[src/rtl/ex_mem_pipe_reg.sv]
// EX/MEM pipeline register with a one-entry skid buffer, valid/ready handshake,
// flush support and saturating stall/flush event counters.
module ex_mem_pipe_reg #(
  parameter int unsigned DATA_W = 32,
  parameter int unsigned REG_W  = 5,
  parameter int unsigned CNT_W  = 16
) (
  input  logic              clk,
  input  logic              rst,
  input  logic              flush,
  input  logic              in_valid,
  output logic              in_ready,
  input  logic              regwrite_E,
  input  logic              memtoreg_E,
  input  logic              memwrite_E,
  input  logic [DATA_W-1:0] ALU_out_E,
  input  logic [DATA_W-1:0] write_data_E,
  input  logic [REG_W-1:0]  write_reg_E,
  output logic              out_valid,
  input  logic              out_ready,
  output logic              regwrite_M,
  output logic              memtoreg_M,
  output logic              memwrite_M,
  output logic [DATA_W-1:0] ALU_out_M,
  output logic [DATA_W-1:0] write_data_M,
  output logic [REG_W-1:0]  write_reg_M,
  output logic [CNT_W-1:0]  stall_cnt,
  output logic [CNT_W-1:0]  flush_cnt
);

  typedef struct packed {
    logic              regwrite;
    logic              memtoreg;
    logic              memwrite;
    logic [DATA_W-1:0] alu;
    logic [DATA_W-1:0] wdata;
    logic [REG_W-1:0]  wreg;
  } entry_t;

  entry_t main_q, skid_q, in_entry;
  logic   main_v, skid_v;
  logic   accept, fire;

  always_comb begin
    in_entry          = '0;
    // Register $0 is hardwired to zero, so never request a write to it.
    in_entry.regwrite = regwrite_E & (write_reg_E != '0);
    in_entry.memtoreg = memtoreg_E;
    in_entry.memwrite = memwrite_E;
    in_entry.alu      = ALU_out_E;
    in_entry.wdata    = write_data_E;
    in_entry.wreg     = write_reg_E;
  end

  assign in_ready  = ~rst & ~skid_v;
  assign out_valid = main_v;
  assign accept    = in_valid & in_ready & ~flush;
  assign fire      = main_v & out_ready;

  always_ff @(posedge clk) begin
    if (rst) begin
      main_v    <= 1'b0;
      skid_v    <= 1'b0;
      main_q    <= '0;
      skid_q    <= '0;
      stall_cnt <= '0;
      flush_cnt <= '0;
    end else begin
      if (main_v && !out_ready && stall_cnt != '1)
        stall_cnt <= stall_cnt + 1'b1;

      if (flush) begin
        main_v <= 1'b0;
        skid_v <= 1'b0;
        if ((main_v || skid_v) && flush_cnt != '1)
          flush_cnt <= flush_cnt + 1'b1;
      end else if (fire) begin
        // Accept cannot coincide with a full skid, since in_ready is low then.
        if (skid_v) begin
          main_q <= skid_q;
          skid_v <= 1'b0;
        end else if (accept) begin
          main_q <= in_entry;
        end else begin
          main_v <= 1'b0;
        end
      end else if (accept) begin
        if (!main_v) begin
          main_q <= in_entry;
          main_v <= 1'b1;
        end else begin
          skid_q <= in_entry;
          skid_v <= 1'b1;
        end
      end
    end
  end

  // Control bits are qualified by valid; data fields hold their last value.
  assign regwrite_M   = main_v & main_q.regwrite;
  assign memtoreg_M   = main_v & main_q.memtoreg;
  assign memwrite_M   = main_v & main_q.memwrite;
  assign ALU_out_M    = main_q.alu;
  assign write_data_M = main_q.wdata;
  assign write_reg_M  = main_q.wreg;

endmodule
[config.mk]
export PLATFORM = sky130hd
export DESIGN_NAME = ex_mem_pipe_reg
export DESIGN_NICKNAME = d
export VERILOG_FILES = /design/src/rtl/ex_mem_pipe_reg.sv
export SDC_FILE = /design/constraint.sdc
export NUM_CORES = 1
export LEC_CHECK = 0
export BUFFER_PORTS_ARGS = -buffer_cell sky130_fd_sc_hd__buf_2
export CAP_MARGIN = 10
export CORE_MARGIN = 2
export CORE_UTILIZATION = 49
export DETAILED_ROUTE_END_ITERATION = 10
export GPL_ROUTABILITY_DRIVEN = 0
export GPL_TIMING_DRIVEN = 0
export PLACE_DENSITY = 0.76
export SLEW_MARGIN = 20
export SYNTH_ARGS = -nofsm -noshare
export SYNTH_HDL_FRONTEND = slang
export SYNTH_SLANG_ARGS = --single-unit
[constraint.sdc]
create_clock -name clk -period 1.9 [get_ports clk]
set_clock_uncertainty 0.1 [all_clocks]
set_input_delay 0.38 -clock clk [delete_from_list [all_inputs] [get_ports clk]]
set_output_delay 0.38 -clock clk [all_outputs]
set_load 0.01 [all_outputs]
[Word-level counts from Yosys, hierarchy flattened]
Cells that the tools add are included.
Cells by class
  add/sub/neg operators: 2
  eq/ne operators: 5
  multiplexer cells: 9
  bitwise gates (word level): 12
  reduce and logical (&&, ||, !) cells: 15
Operators by type and width (count)
  two-way mux 72 bit: 5
  adder 16 x 1 -> 16 bit (second input constant): 2
  != test 16 bit (second input constant): 2
  AND 1 bit: 8
  AND reduction 4 bit: 2
  nonzero test 5 bit: 1
  two-way mux 1 bit: 4
  != test 2 bit (second input constant): 2
  NOT 1 bit: 4
  AND reduction 2 bit: 2
  nonzero test 2 bit: 2
  logical AND 1 bit: 3
  AND reduction 3 bit: 1
  OR reduction 3 bit: 1
  != test 2 x 1 -> 1 bit (second input constant): 1
  OR reduction 2 bit: 1
  logical NOT 1 bit: 1
  logical OR 1 bit: 1
Word-level totals
  register bits after elaboration: 178
  bits of input ports: 77
  output and inout bits: 106
  logic and storage cells: 59

[Depth between registers and ports, before layout]
Gate-level depths: netlist of the first run.
  depth after elaboration: 7
  depth in mapped cells: 7
  gate-level depth less buffers: 5

[Worst setup path after synthesis of the first run]
Ideal clock, no wire load.
  path kind: register to register
  from: register main_v (netlist: out_valid)
  to: register main_q (netlist bit write_data_M[31])
  setup time: 0.146 ns
  arrival time: 1.691 ns
  required time: 1.654 ns
  slack: -0.037 ns
  cell stages (with the launch flop): 7
  buffers on the path: 3
  period minus slack after synthesis: 1.937 ns
  path through: dfxtp_1 buf_4 nor2b_1 a2111oi_4 buf_6 buf_6 a211oi_1
Between the ends
  word-level cells in the longest chain between the ends: 3
  elaborated cells on any way between the ends: 5
  those cells by class: eq/ne: 1; mux: 1; bitwise: 1; reduce/logical: 2
RTL lines
  start, declared: RTL line 41  | logic main_v, skid_v;
  start signal, assigned: RTL line 62  | main_v <= 1'b0;
  start signal, assigned: RTL line 73  | main_v <= 1'b0;
  start signal, assigned: RTL line 85  | main_v <= 1'b0;
  AND 1 bit: RTL line 58  | assign fire = main_v & out_ready;
  != test 2 x 1 -> 1 bit (no line) / nonzero test 2 bit (equally long branches)
  AND reduction 4 bit (no line)
  end signal, assigned: RTL line 80  | main_q <= skid_q;
  end signal, assigned: RTL line 83  | main_q <= in_entry;
  end signal, assigned: RTL line 89  | main_q <= in_entry;
  end, declared: RTL line 40  | entry_t main_q, skid_q, in_entry;
Parallel ways exist; a longest one is shown, timed or not.
A chain may end at the register's enable or synchronous reset.

[Final worst setup path of the first run]
  from: register flush_cnt[4]
  to: register flush_cnt[13]
Between the ends
  word-level cells in the longest chain between the ends: 3
  elaborated cells on any way between the ends: 4
  those cells by class: add/sub: 1; eq/ne: 1; reduce/logical: 2
RTL lines
  start, declared: RTL line 28  | output logic [CNT_W-1:0] flush_cnt
  start signal, assigned: RTL line 76  | flush_cnt <= flush_cnt + 1'b1;
  branches (longest 3 deep; another with adder 16 x 1 -> 16 bit)
Parallel ways; which one is timed is not known.

==> results of run 1 <==
## registers in the layout, indices dropped and copies added, names as in the netlist
name and cells:
out_valid 1, stall_cnt 16, main_q 3, write_reg_M 5, skid_q 72, ALU_out_M 32
write_data_M 32, flush_cnt 16, skid_v 1
## synth_stat cells (2+ instances only)
cell type	n	share of area
a2111oi_0	2	0.0021
o21ai_0	9	0.0055
dfxtp_1	178	0.43
buf_6	12	0.016
or4_1	14	0.013
nor4_2	2	0.0030
or3_1	8	0.0061
nand4_1	12	0.0092
o211ai_1	2	0.0018
and2_1	5	0.0038
nor3_1	3	0.0018
nor4_1	6	0.0046
o311ai_0	3	0.0032
a211oi_1	36	0.033
o31ai_1	13	0.012
ha_1	2	0.0030
buf_4	72	0.066
nand2b_1	5	0.0038
nand2_1	158	0.072
buf_2	18	0.011
mux2_2	4	0.0055
o21a_1	2	0.0018
a21oi_1	95	0.058
and3_1	2	0.0015
o41ai_1	4	0.0043
and4_1	3	0.0032
nor2b_1	6	0.0046
clkbuf_1	33	0.015
a211oi_2	36	0.055
mux2i_1	72	0.088
nor2_1	79	0.036
nand3_1	10	0.0061
inv_1	6	0.0027
## where the power goes
group	internal, W	switching, W	total [W]
Sequential	0.00382	0.0000538	0.00388
Combinational	0.000383	0.000434	0.000817
Clock	0.00208	0.00145	0.00353
## per-stage QoR
step                      power (W)  TNS [ns]
after CTS                   0.00827         0
after floorplan             0.00446         0
after global placement      0.00475    -93.04
after detailed placement    0.00476    -82.91
final                       0.00822         0
after global routing        0.00851   -0.0676
## routing by layer
metal  wire, microns  global-route usage
met5               0                   0
met4             581              0.0934
met3            1240              0.0540
met2           10300               0.391
met1            9380               0.304
## tightest hold or removal path: cells and delay by family
family	cells	cell delay, ns
AO/OA/AOI/OAI	1	0.05
buffers and inverters	1	0.10
AND/OR/NAND/NOR	1	0.05
## path summary, 6_finish.rpt
path | from | end | slack [ns] | cells after the start
setup / recovery | flush_cnt[4] | flush_cnt[13] | 0.07 | 4
hold / removal | ALU_out_E[18] | skid_q[55] | 0.09 | 3
setup reg to reg | flush_cnt[4] | flush_cnt[13] | 0.07 | 4
hold reg to reg | skid_q[68] | skid_q[68] | 0.35 | 2
## cells by family (layout without fill, tap and decap cells)
kind of cell / after synthesis / in the layout
compound gates: 208 / 208
mux: 76 / 76
other cells: 0 / 4
simple gates: 317 / 318
fa+ha+maj: 2 / 2
buf+inv: 142 / 356
flops: 178 / 178
## placed cells by master (no fill, tap or decap), drive strengths merged, types with 2 or more instances in the layout
cell and n:
o31ai 13, a21oi 95, o21a 2, or4 15, and3 2, buf 298
mux2i 72, nor4 8, or3 8, nor3 3, a2111oi 3, a311oi 2
bufinv 3, nand2 158, dfxtp 178, inv 7, diode 4, and4 3
o21ai 10, o311ai 3, and2 5, nand2b 5, clkbuf 43, nand4 12
ha 2, nor2b 6, nor2 80, o211ai 2, nand3 10, mux2 4
clkinvlp 3, clkinv 2, a211oi 72, o41ai 4
## area by class of cell
type / instances / area, sq um / area share
multi-input combinational: 604 / 3860 / 0.375
sequential: 178 / 3590 / 0.349
clock inverter: 9 / 135 / 0.0131
clock buffer: 19 / 443 / 0.0431
antenna: 4 / 10.0 / 0.000973
timing repair buffer: 191 / 1010 / 0.0978
inverter: 6 / 22.5 / 0.00219
tap: 220 / 275 / 0.0268
buffer: 131 / 951 / 0.0924
## timing repair
| item | in CTS | in global routing |
|---|---|---|
| gates resized for setup | 29 | 50 |
| gates cloned | 0 | 1 |
| buffers inserted | 6 | 4 |
| pin swaps | 5 | 6 |
| setup endpoints to repair | 170 | 144 |
==> reports/results.txt, run 1 <==
Clock transition at path regs - 0.07 ns
cell leakage power - 4.56 nW
die footprint - 17,800 sq um
asr flop ratio synth - 0
Seq/Total Area, Yosys - 0.434
Crit path buffers/inverters - 0
number of flops mapped to enable cells by yosys - 0
drt total wl - 21,500 microns
vias in the first global route - 6,723
#FFs+latches synth - 178
Max Cap Violations - 0
minimum clock period - 1.83 ns
DR iter-0 viols - 461
GRT Overall Usage - 0.238
crit path kind - reg2reg
# clock sinks - 178
Hold WS - 0.0899 ns
initial antenna violation count - 4
CTS tree - built
Pwr Density - 799 nW/um^2
std cell rows - 47
Mapped Avg Cell Area - 8.89 sq um
largest net degree at the start of global routing - 17
share of cells above drive strength 1 - 0.355
Die Span Y - 133 microns
routed vias - 7,258
Starting Density - 0.498
crit path DAT - 2.10 ns
yosys warns - 0
Final nets - 1,208
port bufs - 181
CP startpoint kind - flop
fin area - 10,300 sq um
post-synthesis adder-cell area fraction - 0.00305
Tcrit/Tclk final - 0.966
non-filler cells, final - 1,362
ANT nets after route - 0
fill count - 1,461
critical path endpoint category - flop
core region area - 16,500 sq um
XOR/XNOR Fraction of Synth Area - 0
DP Wirelength - 15,000 microns
drt drc - 0
routed len/inst - 15.8 microns
CTS root buffer - clkbuf_16
main combinational cell family by area after synthesis - compound AO/OA/AOI/OAI gates
DRT Pass-1 Iters - 6
mux share of post-synthesis cell area - 0.0933
fmax - 545 MHz
syn nets - 1,002
Distinct cells, synth - 44
Die Wd - 133 microns
Layout Area Growth over Synthesis - 25.4%
simple-gate share of the synthesized area - 0.172
placed cell count - 1,324
max_slew headroom - 0.468
final core utilization - 0.625
crit path cell chain - and4_1 -> nand4_1 -> or4_1 -> a21oi_1
vias per cell - 5.33
final setup vio count - 0
slowest stage cell, crit path - or4_1
complex-gate fraction of the synthesized area - 0.185
# hold bufs at CTS - 0
Top Ports - 183
Worst path top cell family by delay - simple AND/OR/NAND/NOR gates
Final Max Slew Viols - 0
final hold vios - 0
post-place setup slack - -0.845 ns
Top FF cell, synth - dfxtp_1
clk_lat worst skew - 0.43 ns
Slew @ Worst Pin - 0.798 ns
H-tree lvl count - 4
CP max FO - 8
min-delay worst type - in2reg
Max clock buf depth - 2
first-pass GRT wire length - 33,900 microns
Peak VDD IR - 764 uV
number of CTS-inserted buffers - 17
critical path's largest stage delay - 0.53 ns
Post-Place Cell Area - 9410 sq um
setup ws final - 0.0653 ns
outcome - completed
global route overflow - 0
Gate Count Post-Synth - 923
Critical Path RT - 2.17 ns
mapped cell area - 8200 sq um
(Power assumes the default switching activity.)
==> inputs of run 2 (changes only) <==
--- a/config.mk
+++ b/config.mk
@@ -5,6 +5,7 @@
 export SDC_FILE = /design/constraint.sdc
 export NUM_CORES = 1
 export LEC_CHECK = 0
+export ABC_AREA = 1
 export BUFFER_PORTS_ARGS = -buffer_cell sky130_fd_sc_hd__buf_2
 export CAP_MARGIN = 10
 export CORE_MARGIN = 2
==> run 2 against run 1 <==
Effect of this change:
- global-route usage barely moved
- critical path type unchanged
- total power fell by 5.0%
- utilization fell by 1.3 points
- final area fell by 0.67%
- critical path depth rose by 2
- critical endpoint is now skid_q[45]
- sequential share of layout area rose by 0.051 points
- highest routed layer is now met5
- worst hold slack improved by 0.043 ns
- largest cell class is now registers
- synthesized area rose by 2.5%
- non-clock buffer count fell by 3
==> reports/results.txt, run 2 <==
largest register by flop count - skid_q
Die Wd - 135 microns
# clock sinks - 178
asr flop ratio synth - 0
die footprint - 18,200 sq um
final core utilization - 0.612
Max clock buf depth - 2
fmax - 554 MHz
Critical Path RT - 2.13 ns
drt total wl - 22,000 microns
Max Cap Violations - 0
commonest non-fill, non-tap cell in the layout - o21ai_0
std cell rows - 47
final setup vio count - 0
Synth area leaders - dfxtp_1 42%, o21ai_0 13%, a21oi_1 10%
vias per cell - 4.96
CP startpoint kind - flop
Starting Density - 0.504
first-pass GRT wire length - 34,700 microns
CP max FO - 10
clk_lat worst skew - 0.43 ns
Seq/Total Area, Yosys - 0.424
port bufs - 181
DR iter-0 viols - 548
GR peak layer - met2
number of CTS-inserted buffers - 17
Peak VDD IR - 608 uV
DP Wirelength - 15,800 microns
Die Span Y - 135 microns
most frequent cells after synthesis - 224 x o21ai_0, 190 x nand2_1, 178 x dfxtp_1
minimum clock period - 1.80 ns
DRT Pass-1 Iters - 5
routed len/inst - 13.6 microns
Gate Count Post-Synth - 1,178
Distinct cells, synth - 26
Pwr Density - 765 nW/um^2
critical path endpoint category - flop
Layout Area Growth over Synthesis - 21.5%
#FFs+latches synth - 178
share of cells above drive strength 1 - 0.243
unrepaired setup endpoints after global routing - true
yosys warns - 0
GR Util met3 - 0.0503
fin area - 10,200 sq um
dominant cell type by area after synthesis - dfxtp_1
met1 usage - 0.318
max FFs per register - 72
crit path DAT - 2.03 ns
max_slew headroom - 0.674
core region area - 16,700 sq um
routed vias - 8,008
Post-Place Cell Area - 9590 sq um
syn nets - 1,257
Tcrit/Tclk final - 0.950
top-count cell post-synth - o21ai_0
Clock transition at path regs - 0.07 ns
CTS root buffer - clkbuf_16
Final Max Slew Viols - 0
fill count - 1,544
cell leakage power - 4.46 nW
H-tree lvl count - 4
Synth top area share - 0.424
Mapped Avg Cell Area - 7.14 sq um
crit path kind - reg2reg
initial antenna violation count - 4
GRT Overall Usage - 0.237
global route overflow - 0
mapped cell area - 8410 sq um
drt drc - 0
final hold vios - 0
Slew @ Worst Pin - 0.488 ns
outcome - completed
setup_tns - 0 ns
Top FF cell, synth - dfxtp_1
most frequent cells in the layout - 217 x o21ai_0, 194 x buf_2, 190 x nand2_1, 175 x inv_1, 174 x dfxtp_1
ANT nets after route - 0
Top Ports - 183
CTS tree - built
number of flops mapped to enable cells by yosys - 0
Final nets - 1,458
min-delay worst type - in2reg
largest net degree at the start of global routing - 17
# hold bufs at CTS - 0
vias in the first global route - 7,174
met2 Use GR - 0.379
[run 2: per-layer routing]
metal  up-vias  routed length [microns]
li1       4108                        -
met2       257                    10200
met3        43                     1320
met5         -                       41
met1      3594                     9920
met4         6                      490
[run 2: cell families (layout without fill, tap and decap cells)]
group / count (synthesis) / count (layout) / share of synthesized area
other cells: 0 / 1 / 0
xor+xnor: 13 / 13 / 0.0135
fa+ha+maj: 2 / 2 / 0.00297
simple gates: 275 / 275 / 0.137
compound gates: 395 / 395 / 0.235
flops: 178 / 178 / 0.424
buf+inv: 315 / 529 / 0.188
[run 2: timing repair]
| action | in CTS | in global routing |
|---|---|---|
| resized for setup | 11 | 28 |
| pin swaps | 1 | 1 |
| endpoints found under the setup margin | 108 | 91 |
| buffers inserted | 1 | 0 |
| endpoints found under the hold margin | 0 | 0 |
[run 2: area by class of cell]
| type | count | area [sq um] | share of cell area |
|---|---|---|---|
| Antenna cell | 1 | 2.50 | 0.000245 |
| Buffer | 137 | 926 | 0.0906 |
| Clock buffer | 24 | 472 | 0.0462 |
| Clock inverter | 8 | 80.1 | 0.00784 |
| Inverter | 178 | 668 | 0.0654 |
| Multi-Input combinational cell | 685 | 3310 | 0.324 |
| Sequential cell | 178 | 3570 | 0.349 |
| Tap cell | 220 | 275 | 0.0269 |
| Timing Repair Buffer | 182 | 913 | 0.0894 |
[run 2: report_power, final]
group | leakage (nW) | total (W) | switching [W] | internal (W)
Combinational | 2.76 | 0.000642 | 0.000360 | 0.000282
Sequential | 1.44 | 0.00385 | 0.0000408 | 0.00380
Clock | 0.260 | 0.00333 | 0.00146 | 0.00187
Total | 4.46 | 0.00782 | 0.00186 | 0.00596
[run 2: final timing paths]
path                            cells past startpoint               end              from  slack, ns
worst max-delay path                                6        skid_q[45]         out_valid        0.1
worst min-delay path                                3        main_q[71]        regwrite_E       0.13
worst max register to register                      6        skid_q[45]         out_valid        0.1
worst min register to register                      2  write_data_M[28]  write_data_M[28]       0.34
[run 2: through the flow]
stage / std cells / hold slack, ns / setup slack, ns / total power (W)
final: 1613 / 0.133 / 0.0955 / 0.00782
after CTS: 1612 / 0.122 / 0.00576 / 0.00787
after global placement: 1579 / 0.333 / -0.186 / 0.00455
after floorplan: 1178 / 0.324 / 0.0915 / 0.00430
after global routing: 1613 / 0.141 / -0.0182 / 0.00810
after detailed placement: 1579 / 0.336 / -0.199 / 0.00456
[run 2: critical path, cell delays in order (launching register included)]
cell and delay, ns:
dfxtp_2 0.43, nand2_1 0.16, inv_2 0.19, nand4_4 0.22, clkbuf_1 0.30, o21ai_0 0.23
a21oi_1 0.06
